<file path="src/rtl/countdown_timer_if.sv">
// Load handshake and status bundle for countdown_timer.
// The master side issues loads and run controls; the slave side is the timer.
interface countdown_timer_if #(
    parameter int WIDTH      = 8,
    parameter int PRESCALE_W = 4
);
    logic                  i_load_valid;
    logic                  o_load_ready;
    logic [WIDTH-1:0]      i_load_value;
    logic [PRESCALE_W-1:0] i_prescale;
    logic                  i_en;
    logic                  i_abort;
    logic [WIDTH-1:0]      o_count;
    logic                  o_busy;
    logic                  o_done;

    modport master (
        output i_load_valid, i_load_value, i_prescale, i_en, i_abort,
        input  o_load_ready, o_count, o_busy, o_done
    );

    modport slave (
        input  i_load_valid, i_load_value, i_prescale, i_en, i_abort,
        output o_load_ready, o_count, o_busy, o_done
    );
endinterface

</file>
<file path="src/rtl/countdown_timer.sv">
// Loadable prescaled down-counter that pulses o_done on expiry.
// Define COUNTDOWN_AUTO_RELOAD_EN to make DONE reload and restart instead of returning to IDLE.
//
// state  | meaning
// -------+----------------------------------------------------------
// IDLE   | waiting for a load; the only state where o_load_ready is high
// RUN    | counting down at the latched prescaled rate
// DONE   | single expiry cycle; o_done is high
module countdown_timer #(
    parameter int WIDTH      = 8,
    parameter int PRESCALE_W = 4
) (
    input  logic              i_clk,
    input  logic              i_reset,
    countdown_timer_if.slave  tmr
);
    localparam logic [1:0] S_IDLE = 2'd0;
    localparam logic [1:0] S_RUN  = 2'd1;
    localparam logic [1:0] S_DONE = 2'd2;

    localparam logic [WIDTH-1:0]      CNT_ONE = WIDTH'(1);
    localparam logic [PRESCALE_W-1:0] PRE_ONE = PRESCALE_W'(1);

    logic [1:0]            state_q, state_d;
    logic [WIDTH-1:0]      count_q, count_d;
    logic [PRESCALE_W-1:0] pre_q, pre_d;
    logic [PRESCALE_W-1:0] pre_ld_q, pre_ld_d;
    logic [WIDTH-1:0]      rl_q, rl_d;
    logic                  done_q, done_d;
    logic                  load_ready;
    logic                  load_accept;

    assign load_ready  = (state_q == S_IDLE);
    assign load_accept = tmr.i_load_valid && load_ready;

    always_comb begin
        state_d  = state_q;
        count_d  = count_q;
        pre_d    = pre_q;
        pre_ld_d = pre_ld_q;
        rl_d     = rl_q;

        case (state_q)
            S_IDLE: begin
                if (load_accept) begin
                    count_d  = tmr.i_load_value;
                    rl_d     = tmr.i_load_value;
                    pre_d    = tmr.i_prescale;
                    pre_ld_d = tmr.i_prescale;
                    state_d  = (tmr.i_load_value == '0) ? S_DONE : S_RUN;
                end
            end
            S_RUN: begin
                if (tmr.i_abort) begin
                    state_d = S_IDLE;
                    count_d = '0;
                end else if (tmr.i_en) begin
                    if (pre_q != '0) begin
                        pre_d = pre_q - PRE_ONE;
                    end else begin
                        pre_d = pre_ld_q;
                        // count is never 0 in RUN, but guard so it can never wrap
                        if (count_q != '0) begin
                            count_d = count_q - CNT_ONE;
                        end
                        if (count_q <= CNT_ONE) begin
                            state_d = S_DONE;
                        end
                    end
                end
            end
            S_DONE: begin
`ifdef COUNTDOWN_AUTO_RELOAD_EN
                if (!tmr.i_abort && (rl_q != '0)) begin
                    state_d = S_RUN;
                    count_d = rl_q;
                    pre_d   = pre_ld_q;
                end else begin
                    state_d = S_IDLE;
                end
`else
                state_d = S_IDLE;
`endif
            end
            default: begin
                state_d = S_IDLE;
                count_d = '0;
            end
        endcase

        // registered so o_done is a clean flop output aligned with DONE
        done_d = (state_d == S_DONE);
    end

    always_ff @(posedge i_clk) begin
        if (i_reset) begin
            state_q  <= S_IDLE;
            count_q  <= '0;
            pre_q    <= '0;
            pre_ld_q <= '0;
            rl_q     <= '0;
            done_q   <= 1'b0;
        end else begin
            state_q  <= state_d;
            count_q  <= count_d;
            pre_q    <= pre_d;
            pre_ld_q <= pre_ld_d;
            rl_q     <= rl_d;
            done_q   <= done_d;
        end
    end

    assign tmr.o_load_ready = load_ready;
    assign tmr.o_count      = count_q;
    assign tmr.o_busy       = (state_q != S_IDLE);
    assign tmr.o_done       = done_q;
endmodule

</file>
<file path="src/flat_wrapper.sv">
// flat-port wrapper written by rule: the top's interface ports become plain ports
module countdown_timer_flat 
#(
    parameter int WIDTH      = 8,
    parameter int PRESCALE_W = 4
)
  (i_clk, i_reset, tmr_i_load_valid, tmr_i_load_value, tmr_i_prescale, tmr_i_en, tmr_i_abort, tmr_o_load_ready, tmr_o_count, tmr_o_busy, tmr_o_done);
  countdown_timer_if #(.WIDTH(WIDTH), .PRESCALE_W(PRESCALE_W)) tmr_i ();
  input  logic i_clk;
  input  logic i_reset;
  input wire logic [$bits(tmr_i.i_load_valid)-1:0] tmr_i_load_valid;
  input wire logic [$bits(tmr_i.i_load_value)-1:0] tmr_i_load_value;
  input wire logic [$bits(tmr_i.i_prescale)-1:0] tmr_i_prescale;
  input wire logic [$bits(tmr_i.i_en)-1:0] tmr_i_en;
  input wire logic [$bits(tmr_i.i_abort)-1:0] tmr_i_abort;
  output wire logic [$bits(tmr_i.o_load_ready)-1:0] tmr_o_load_ready;
  output wire logic [$bits(tmr_i.o_count)-1:0] tmr_o_count;
  output wire logic [$bits(tmr_i.o_busy)-1:0] tmr_o_busy;
  output wire logic [$bits(tmr_i.o_done)-1:0] tmr_o_done;
  assign tmr_i.i_load_valid = tmr_i_load_valid;
  assign tmr_i.i_load_value = tmr_i_load_value;
  assign tmr_i.i_prescale = tmr_i_prescale;
  assign tmr_i.i_en = tmr_i_en;
  assign tmr_i.i_abort = tmr_i_abort;
  assign tmr_o_load_ready = tmr_i.o_load_ready;
  assign tmr_o_count = tmr_i.o_count;
  assign tmr_o_busy = tmr_i.o_busy;
  assign tmr_o_done = tmr_i.o_done;
  countdown_timer #(.WIDTH(WIDTH), .PRESCALE_W(PRESCALE_W)) u_core (.i_clk(i_clk), .i_reset(i_reset), .tmr(tmr_i));
endmodule
</file>
<file path="config.mk">
export PLATFORM = sky130hd
export DESIGN_NAME = countdown_timer_flat
export DESIGN_NICKNAME = d
export VERILOG_FILES = /design/src/rtl/countdown_timer_if.sv /design/src/rtl/countdown_timer.sv /design/src/flat_wrapper.sv
export SDC_FILE = /design/constraint.sdc
export NUM_CORES = 1
export LEC_CHECK = 0
export BUFFER_PORTS_ARGS = -buffer_cell sky130_fd_sc_hd__buf_2
export CAP_MARGIN = 15
export CORE_MARGIN = 4
export CORE_UTILIZATION = 25
export CTS_CLUSTER_SIZE = 20
export DETAILED_ROUTE_END_ITERATION = 8
export GPL_TIMING_DRIVEN = 0
export PLACE_DENSITY_LB_ADDON = 0.1
export SETUP_SLACK_MARGIN = 0.05
export SLEW_MARGIN = 10
export SYNTH_ARGS = -nofsm -noshare
export SYNTH_HDL_FRONTEND = slang
export SYNTH_SLANG_ARGS = --single-unit
export TNS_END_PERCENT = 20
</file>
<file path="constraint.sdc">
create_clock -name i_clk -period 3.5 [get_ports i_clk]
set_clock_uncertainty 0.05 [all_clocks]
set_input_delay 1.05 -clock i_clk [delete_from_list [all_inputs] [get_ports i_clk]]
set_output_delay 1.05 -clock i_clk [all_outputs]
set_load 0.05 [all_outputs]
</file>
# After elaboration in Yosys (flattened, before gate mapping)
# Cells that the tools add are included.
word_totals:
  in_bits: 17
  wordCells: 46
  regBits: 19
op_classes:
  n_reduce_logical: 10
  n_addsub: 2
  mux: 18
  eq_ne: 9
  n_lt_le_gt_ge: 1
  bitwise_logic: 1
op_table:
  columns: ["operator", "count"]
  rows:
  - ["two-way mux 8 bit", 5]
  - ["case mux 8 bit (3 select lines)", 1]
  - ["two-way mux 4 bit", 4]
  - ["two-way mux 2 bit", 6]
  - ["less-or-equal comparator 8 x 1 -> 1 bit (second input constant)", 1]
  - ["zero test 8 bit", 1]
  - ["case mux 4 bit (2 select lines)", 1]
  - ["nonzero test 8 bit", 1]
  - ["subtractor 8 x 1 -> 8 bit (second input constant)", 1]
  - ["!= test 2 bit (second input constant)", 3]
  - ["!= test 3 bit (second input constant)", 2]
  - ["AND reduction 5 bit", 1]
  - ["== test 2 bit (second input constant)", 2]
  - ["case mux 2 bit (2 select lines)", 1]
  - ["AND reduction 4 bit", 1]
  - ["nonzero test 2 bit", 2]
  - ["nonzero test 4 bit", 1]
  - ["subtractor 4 x 1 -> 4 bit (second input constant)", 1]
  - ["!= test 3 x 2 -> 1 bit (second input constant)", 1]
  - ["== test 2 x 1 -> 1 bit (second input constant)", 1]
  - ["zero test 2 bit", 1]
  - ["AND reduction 2 bit", 1]
  - ["logical AND 1 bit", 1]
  - ["NOT 1 bit", 1]

# Longest topological paths before layout
# Gate-level depths: netlist of the first run.
logic_depth:
  ltp_word: 7
  depth_mapped: 7

# Least setup slack after synthesis of the first run
# Ideal clock, no wire load.
synth_timing:
  path_kind: "register to output"
  startpoint: "register u_core.state_q[1]"
  endpoint: "output port tmr_o_busy"
  n_path_buf: 1
  arrival_time_ns: 1.825
  required_ns: 2.400
  slack_ns: 0.575
  stages_incl_launch_ff: 4
  path_cell_list: "dfxtp_1 > clkbuf_1 > nor2_1 > inv_1"
synth_between:
  elab_chain_cells: 1
synth_lines:
  columns: ["item", "line", "text"]
  rows:
  - ["start: declaration", "countdown_timer.sv:24", "logic [1:0] state_q, state_d;"]
  - ["start signal: assignment", "countdown_timer.sv:104", "state_q <= state_d;"]
  - ["nonzero test 2 bit", "countdown_timer.sv:115", "assign tmr.o_busy = (state_q != S_IDLE);"]
  - ["end: declaration", "flat_wrapper.sv:18", "output wire logic [$bits(tmr_i.o_busy)-1:0] tmr_o_busy;"]
# No other way between the ends.

# Worst setup path in the final report of the first run
# Same ends and word-level chain as after synthesis.

==> impl_results.md, run 1 <==
* Hpwl dp at approximately 2800 um
* R2r endpoint: u_core.tmr.o_count[0]
* Vias per cell at 5.16
* Area Growth Syn to Fin at 20.5%
* First-pass GRT wire length at ~6400 um
* Die height at 79.7 um
* Rel. slew slack at between 50% and 60%
* Reg2reg path depth at 7
* Sequential area share after synthesis at between 20% and 30%
* Tmin final at approximately 2700 ps
* Worst-Skew Late Latency at 250 ps
* CP Launch Type: register
* Residual DRC at 0
* Fillcell total at 519
* Final Hold Fails at 0
* Die Area at ~6400 um^2
* GRT Total Usage at 12.5%
* Setup Viol. Count Final at 0
* Core Area at 4850 um^2
* Synth Instances at between 150 and 200
* Max rail drop VDD at 0.119 mV
* Number of synthesized flops with an enable pin at 0
* GRT overflow at 0
* Starting Density at 26.5%
* Arr. time, crit path at 1610 ps
* Share of post-route cells with drive strength above 1 at 24.2%
* Crit. End Element: output pin
* Htree depth at 1
* PD cells at 408 nW/um^2
* ANT cells at 0
* MaxCap Viol Count at 0
* Die width at 79.7 um
* Pre-Repair DR Iteration Count at 4
* PortBufs at 27
* # hold bufs at CTS at 0
* Hold path start: u_core.pre_ld_q[3]
* Reg2reg start: u_core.tmr.o_count[0]
* Unique masters post-synth at 52
* Post-synth ARST share at 0%
* Post-Syn Area at 1290 um^2
* Setup bufs post-CTS at 0
* Root Buffer: clkbuf_8
* Top Ports at 28
* TritonCTS clock tree: done
* Worst path required time at 2400 ps
* FP Rows at 25
* Average routed wire per standard cell at roughly 15 um
* Mapped Nets at roughly 170
* 1st-iter DRT viols at 76
* Vias in the first global route at 1299
* Slew Limit Fails at 0
* Unrepaired setup endpoints after global routing: no
* Total CTS buffers at 3
* Clock transition at path regs at 70 ps
* Vias at 1284
* LEAKAGE at 0.615 nW
* HP Class: reg2reg
* Final ANT Viol Nets at 0
* Register-to-register setup slack at roughly 1500 ps
* Fmax at 0.369 GHz
* CTS Buffer Depth at 2
* Crit path kind: reg2out
* Total Power at approximately 0.63 mW
* Post-cts resize count at 0
* Setup TNS at 0 ps
* Status: completed
* Synth warn at 0
* GPL Wtd Cong at 0.801
* Syn avg cell area at 8.52 um^2
* Nets at 203
* Largest net degree at the start of global routing at 11
* Crit-path max FO at 10
* Hold Path End: u_core.pre_ld_q[3]
* Synth Flop Type: dfxtp_1
* CTS Sinks at 19
* #FFs+latches synth at 19
* Final wirelength at between 3000 and 4000 um
* Worst-Margin Slew at 704 ps
* Period utilization at roughly 77%
* Antenna violations before repair at 0
* Hold depth at 2
-- cells by family after synthesis --
| group | Yosys count | share of synthesized area [%] |
|---|---|---|
| and+or+nand+nor | 60 | 29.6 |
| DFF | 19 | 29.6 |
| adders and majority gates | 3 | 2.92 |
| buffers and inverters | 16 | 6.23 |
| muxes | 4 | 3.11 |
| xor gates and xnor gates | 2 | 1.36 |
| AOI/OAI and AO/OA | 47 | 27.2 |
-- cell usage after synthesis, types with 3 or more instances --
library cell | count | area (um^2)
mux2i_1 | 4 | 40.0
a211o_1 | 3 | 26.3
inv_1 | 7 | 26.3
nand2_1 | 11 | 41.3
nor3b_1 | 4 | 30.0
ha_1 | 3 | 37.5
nor3_1 | 4 | 20.0
o311ai_0 | 3 | 26.3
clkbuf_1 | 5 | 18.8
a211oi_1 | 6 | 45.0
o21ai_0 | 4 | 20.0
nor2_1 | 14 | 52.6
a21oi_1 | 12 | 60.1
nand2b_1 | 3 | 18.8
dfxtp_1 | 19 | 380
-- through the flow --
| stage | area [um^2] | setup WS [ps] | hold WS, ps | util, % | std cells |
|---|---|---|---|---|---|
| finish | 1550 | 789 | 447 | 32.0 | 249 |
| global placement | 1510 | 993 | 429 | 31.0 | 245 |
| floorplan | 1290 | 575 | 411 | - | 151 |
| CTS | 1550 | 749 | 455 | 32.0 | 249 |
| global route | 1550 | 616 | 482 | 32.0 | 249 |
| detailed placement | 1510 | 986 | 437 | 31.0 | 245 |
-- area by class of cell --
class                   count  area [um^2]  area share (%)
well taps                  67         83.8            5.41
plain buffers               9         53.8            3.47
flip-flops and latches     19          380            24.5
inverters                   7         26.3            1.69
clock buffers               4         45.0            2.91
multi-input cells         116          826            53.3
repair buffers             27          135            8.72
-- worst max-delay path, cell delays in order (launching register included) --
cell and delay [ps]:
dfxtp_1 430, clkbuf_1 390, nor2_1 210, inv_1 80, buf_2 260
-- state kept, by name, summed over array words and instances, names as in the netlist --
name and flops:
u_core.pre_ld_q 4, u_core.pre_q 4, u_core.state_q 2, u_core.tmr.o_count 8, u_core.tmr.o_done 1
-- cell usage in the layout (no fill, tap or decap), drive strengths merged, types with 5 or more instances in the layout --
master	n
a211oi	6
nand2	11
nor2	15
inv	7
a21oi	12
clkbuf	9
buf	31
dfxtp	19
nor3b	5
-- routing by layer --
metal | wire [um] | vias to the layer above | GRT usage [%] | part of all wire (%)
met5 | 0 | - | 0 | 0
met4 | 47 | 0 | 5.07 | 1.3
met3 | 223 | 4 | 3.39 | 6.1
met2 | 1630 | 37 | 18.3 | 44
met1 | 1780 | 600 | 17.2 | 48
li1 | - | 643 | - | -
-- worst max path at each step --
stage	slack (ps)	from	end	depth (start not counted)
2_1_floorplan	570	u_core.state_q[1]	tmr_o_busy	3
3_3_place_gp	990	tmr_i_load_valid	u_core.pre_q[1]	4
3_5_place_dp	990	tmr_i_load_valid	u_core.pre_q[0]	5
4_1_cts	750	u_core.state_q[1]	tmr_o_busy	4
5_1_grt	620	u_core.state_q[1]	tmr_o_busy	4
6_report	790	u_core.state_q[1]	tmr_o_busy	4
-- power by group --
| part | switching (mW) | internal (mW) |
|---|---|---|
| Combinational | 0.140 | 0.0842 |
| Clock | 0.0700 | 0.0808 |
| Sequential | 0.0226 | 0.234 |
Note: power is estimated with default switching activity, not from simulation.
==> inputs of run 2 (changes only) <==
--- a/config.mk
+++ b/config.mk
@@ -5,6 +5,7 @@
 export SDC_FILE = /design/constraint.sdc
 export NUM_CORES = 1
 export LEC_CHECK = 0
+export ABC_AREA = 1
 export BUFFER_PORTS_ARGS = -buffer_cell sky130_fd_sc_hd__buf_2
 export CAP_MARGIN = 15
 export CORE_MARGIN = 4
==> constraint.sdc (replaced) <==
create_clock -name i_clk -period 2.4 [get_ports i_clk]
set_clock_uncertainty 0.05 [all_clocks]
set_input_delay 0.72 -clock i_clk [delete_from_list [all_inputs] [get_ports i_clk]]
set_output_delay 0.72 -clock i_clk [all_outputs]
set_load 0.05 [all_outputs]
==> run 2 against run 1 <==
Net effect:
- non-clock buffer count fell by 8
- synthesized cell count grew 22%
- cell count is 7.2% higher
- routed wire length is 7.3% lower
- die area down 6.4%
- utilization increased by 0.24 points
- sequential power rose by 43%
- critical path depth down 2
- power increased by 46%
- global-route usage decreased by 0.78 points
- sequential share of layout area increased by 1.9 points
- critical path type unchanged
- largest cell class unchanged
- largest power group unchanged
==> impl_results.md, run 2 <==
* Post-cts resize count at 0 (unchanged)
* Post-Place Setup Slack at 595 ps (-390 ps)
* Largest cells by area after synthesis: dfxtp_1 (32%), nand2_1 (12%), a21oi_1 (8.4%), nand3_1 (8.0%), inv_1 (6.9%)
* Synth warn at 0 (unchanged)
* Starting Density at 26.7% (+0.18 points)
* Worst path required time at 1630 ps (-770 ps)
* Vias in the first global route at 1166 (-10%)
* Nets at 236 (+16%)
* Vias per cell at 4.67 (-9.4%)
* Fmax at 0.477 GHz
* PnR worst setup slack at 303 ps (-486 ps)
* Crit. End Element: output pin
* CTS Sinks at 19 (unchanged)
* Hpwl dp at 2620 um (-7.8%)
* PortBufs at 27 (unchanged)
* CP Launch Type: register
* GPL Wtd Cong at 0.772 (-3.7%)
* Setup bufs post-CTS at 0 (unchanged)
* TritonCTS clock tree: done
* Most frequent cell after synthesis: nand2_1
* Crit path kind: reg2out
* Status: completed
* Seq pwr share at 39.8% (-0.8 points)
* Sequential Area at 380 um^2 (unchanged)
* MaxCap Viol Count at 0 (unchanged)
* CTS Buffer Depth at 2 (unchanged)
* Most frequent cells in the layout: nand2_1 (39), buf_2 (27), inv_1 (22)
* Synth top area share at 31.8% (+2.3 points)
* Number of synthesized flops with an enable pin at 0 (unchanged)
* Average routed wire per standard cell at 12.8 um (-14%)
* Vias at 1248 (-2.8%)
* NetSw at 0.370 mW (+59%)
* Sequential area share after synthesis at 31.8% (+2.3 points)
* Share of post-route cells with drive strength above 1 at 23.3% (-0.92 points)
* LEAKAGE at 0.705 nW (+15%)
* Final ANT Viol Nets at 0 (unchanged)
* Combinational power share at 33.5% (-2.0 points)
* Power Internal at 0.554 mW (+39%)
* Total CTS buffers at 3 (unchanged)
* Worst-Skew Late Latency at 270 ps (+20 ps)
* First-pass GRT wire length at 5710 um (-10%)
* Arr. time, crit path at 1330 ps (-280 ps)
* Multi-input gate area at 713 um^2 (-14%)
* Final hold slack at 455 ps (+7.73 ps)
* GRT Total Usage at 11.7% (-0.78 points)
* Rel. slew slack at 67.5% (+15 points)
* Synth Flop Type: dfxtp_1
* PD cells at 641 nW/um^2 (+57%)
* Layout Utilization at 32.2% (+0.24 points)
* Root Buffer: clkbuf_8
* Setup Viol. Count Final at 0 (unchanged)
* Max rail drop VDD at 0.251 mV (+110%)
* Max reg flops at 8 (unchanged)
* Core Area at 4470 um^2 (-7.7%)
* Die height at 77.1 um (-3.3%)
* HP Class: reg2reg
* Synth top cells by count: nand2_1 (39), inv_1 (22), a21oi_1 (20)
* Crit-path max FO at 8 (-2)
* Clock transition at path regs at 90 ps (+20 ps)
* Largest net degree at the start of global routing at 12 (+1)
* Top Ports at 28 (unchanged)
* Area Growth Syn to Fin at 20.6% (about the same)
* Setup TNS at 0 ps (unchanged)
* GRT overflow at 0 (unchanged)
* Clock Power Share at 26.6% (+2.8 points)
* Sw Share at 40.0% (+3.2 points)
* Antenna violations before repair at 0 (unchanged)
* Pre-Repair DR Iteration Count at 4 (unchanged)
* Period utilization at 87.4%
* Unique masters post-synth at 23 (-56%)
* #FFs+latches synth at 19 (unchanged)
* Final wirelength at 3410 um (-7.3%)
* Htree depth at 1 (unchanged)
* Mapped Nets at 204 (+19%)
* Post-Syn Area at 1190 um^2 (-7.1%)
* Fillcell total at 516 (-0.58%)
* Die width at 77.1 um (-3.3%)
* Syn avg cell area at 6.49 um^2 (-24%)
* Slew Limit Fails at 0 (unchanged)
* Most common cell after layout, fill and taps aside: nand2_1
* 1st-iter DRT viols at 58 (-24%)
* Final Hold Fails at 0 (unchanged)
* Synth Instances at 184 (+22%)
* Tmin final at 2100 ps
* Unrepaired setup endpoints after global routing: no
* # hold bufs at CTS at 0 (unchanged)
* Post-synth ARST share at 0% (unchanged)
* Die Area at 5950 um^2 (-6.4%)
* ANT cells at 0 (unchanged)
* Worst-Margin Slew at 488 ps (-217 ps)
* Residual DRC at 0 (unchanged)
* Area leader, netlist: dfxtp_1
* FP Rows at 24 (-4.0%)
run 2: changes by cell type in the layout (fill, tap and decap cells not counted), sizes merged, moves of 4 or more:
cell and delta:
a21oi +10, clkbuf -5, nand3 +17, nor3 -4, a211oi -6, nand2 +36
nor3b -5, nor2 +10, o21ai +10, buf -4, inv +18, a211o -4
mux2i -4
run 2: area by class of cell:
class | instances | share of cell area (%)
Tap cell | 52 | 4.51
Timing Repair Buffer | 27 | 9.38
Clock inverter | 1 | 0.347
Buffer | 1 | 0.260
Multi-Input combinational cell | 138 | 49.5
Inverter | 26 | 6.77
Clock buffer | 3 | 2.86
Sequential cell | 19 | 26.4
run 2: metal layers:
metal  global-route usage, %  vias to the layer above  part of all wire [%]
met2                    16.6                       29                    44
li1                        -                      661                     -
met5                       0                        -                     0
met3                    1.99                        5                   4.1
met1                    17.5                      553                    51
met4                    4.27                        0                   1.3
run 2: logic make-up (layout without fill, tap and decap cells):
group,Yosys count,after routing,share of synthesized area [%]
compound gates,39,39,17.4
flops,19,19,31.8
fa+ha+maj,3,3,3.14
xor+xnor,1,1,0.733
buf+inv,27,58,8.48
simple gates,95,95,38.4
run 2: path summary, 6_finish.rpt:
path,cells past startpoint,to,startpoint,slack (ps)
max reg2reg,11,u_core.tmr.o_count[6],u_core.pre_q[0],730
min,2,u_core.tmr.o_count[1],u_core.tmr.o_count[1],450
max,2,tmr_o_load_ready,u_core.state_q[0],300
min reg2reg,2,u_core.tmr.o_count[1],u_core.tmr.o_count[1],450
run 2: worst max-delay path, cell delays in order, from the launching register on:
cell and delay (ps):
dfxtp_1 360, nor2_2 350, buf_2 340
run 2: power groups by stage:
stage	combinational (mW)	sequential [mW]	clock, mW
2_1_floorplan	0.195	0.410	0
3_3_place_gp	0.313	0.377	0
3_5_place_dp	0.311	0.375	0
4_1_cts	0.312	0.368	0.248
5_1_grt	0.348	0.374	0.264
6_report	0.310	0.368	0.246
run 2: per-stage QoR:
stage | cells | instance area, um^2 | total power [mW]
CTS | 267 | 1440 | 0.928
finish | 267 | 1440 | 0.924
floorplan | 184 | 1190 | 0.605
global placement | 263 | 1400 | 0.690
detailed placement | 263 | 1400 | 0.686
global route | 267 | 1440 | 0.986
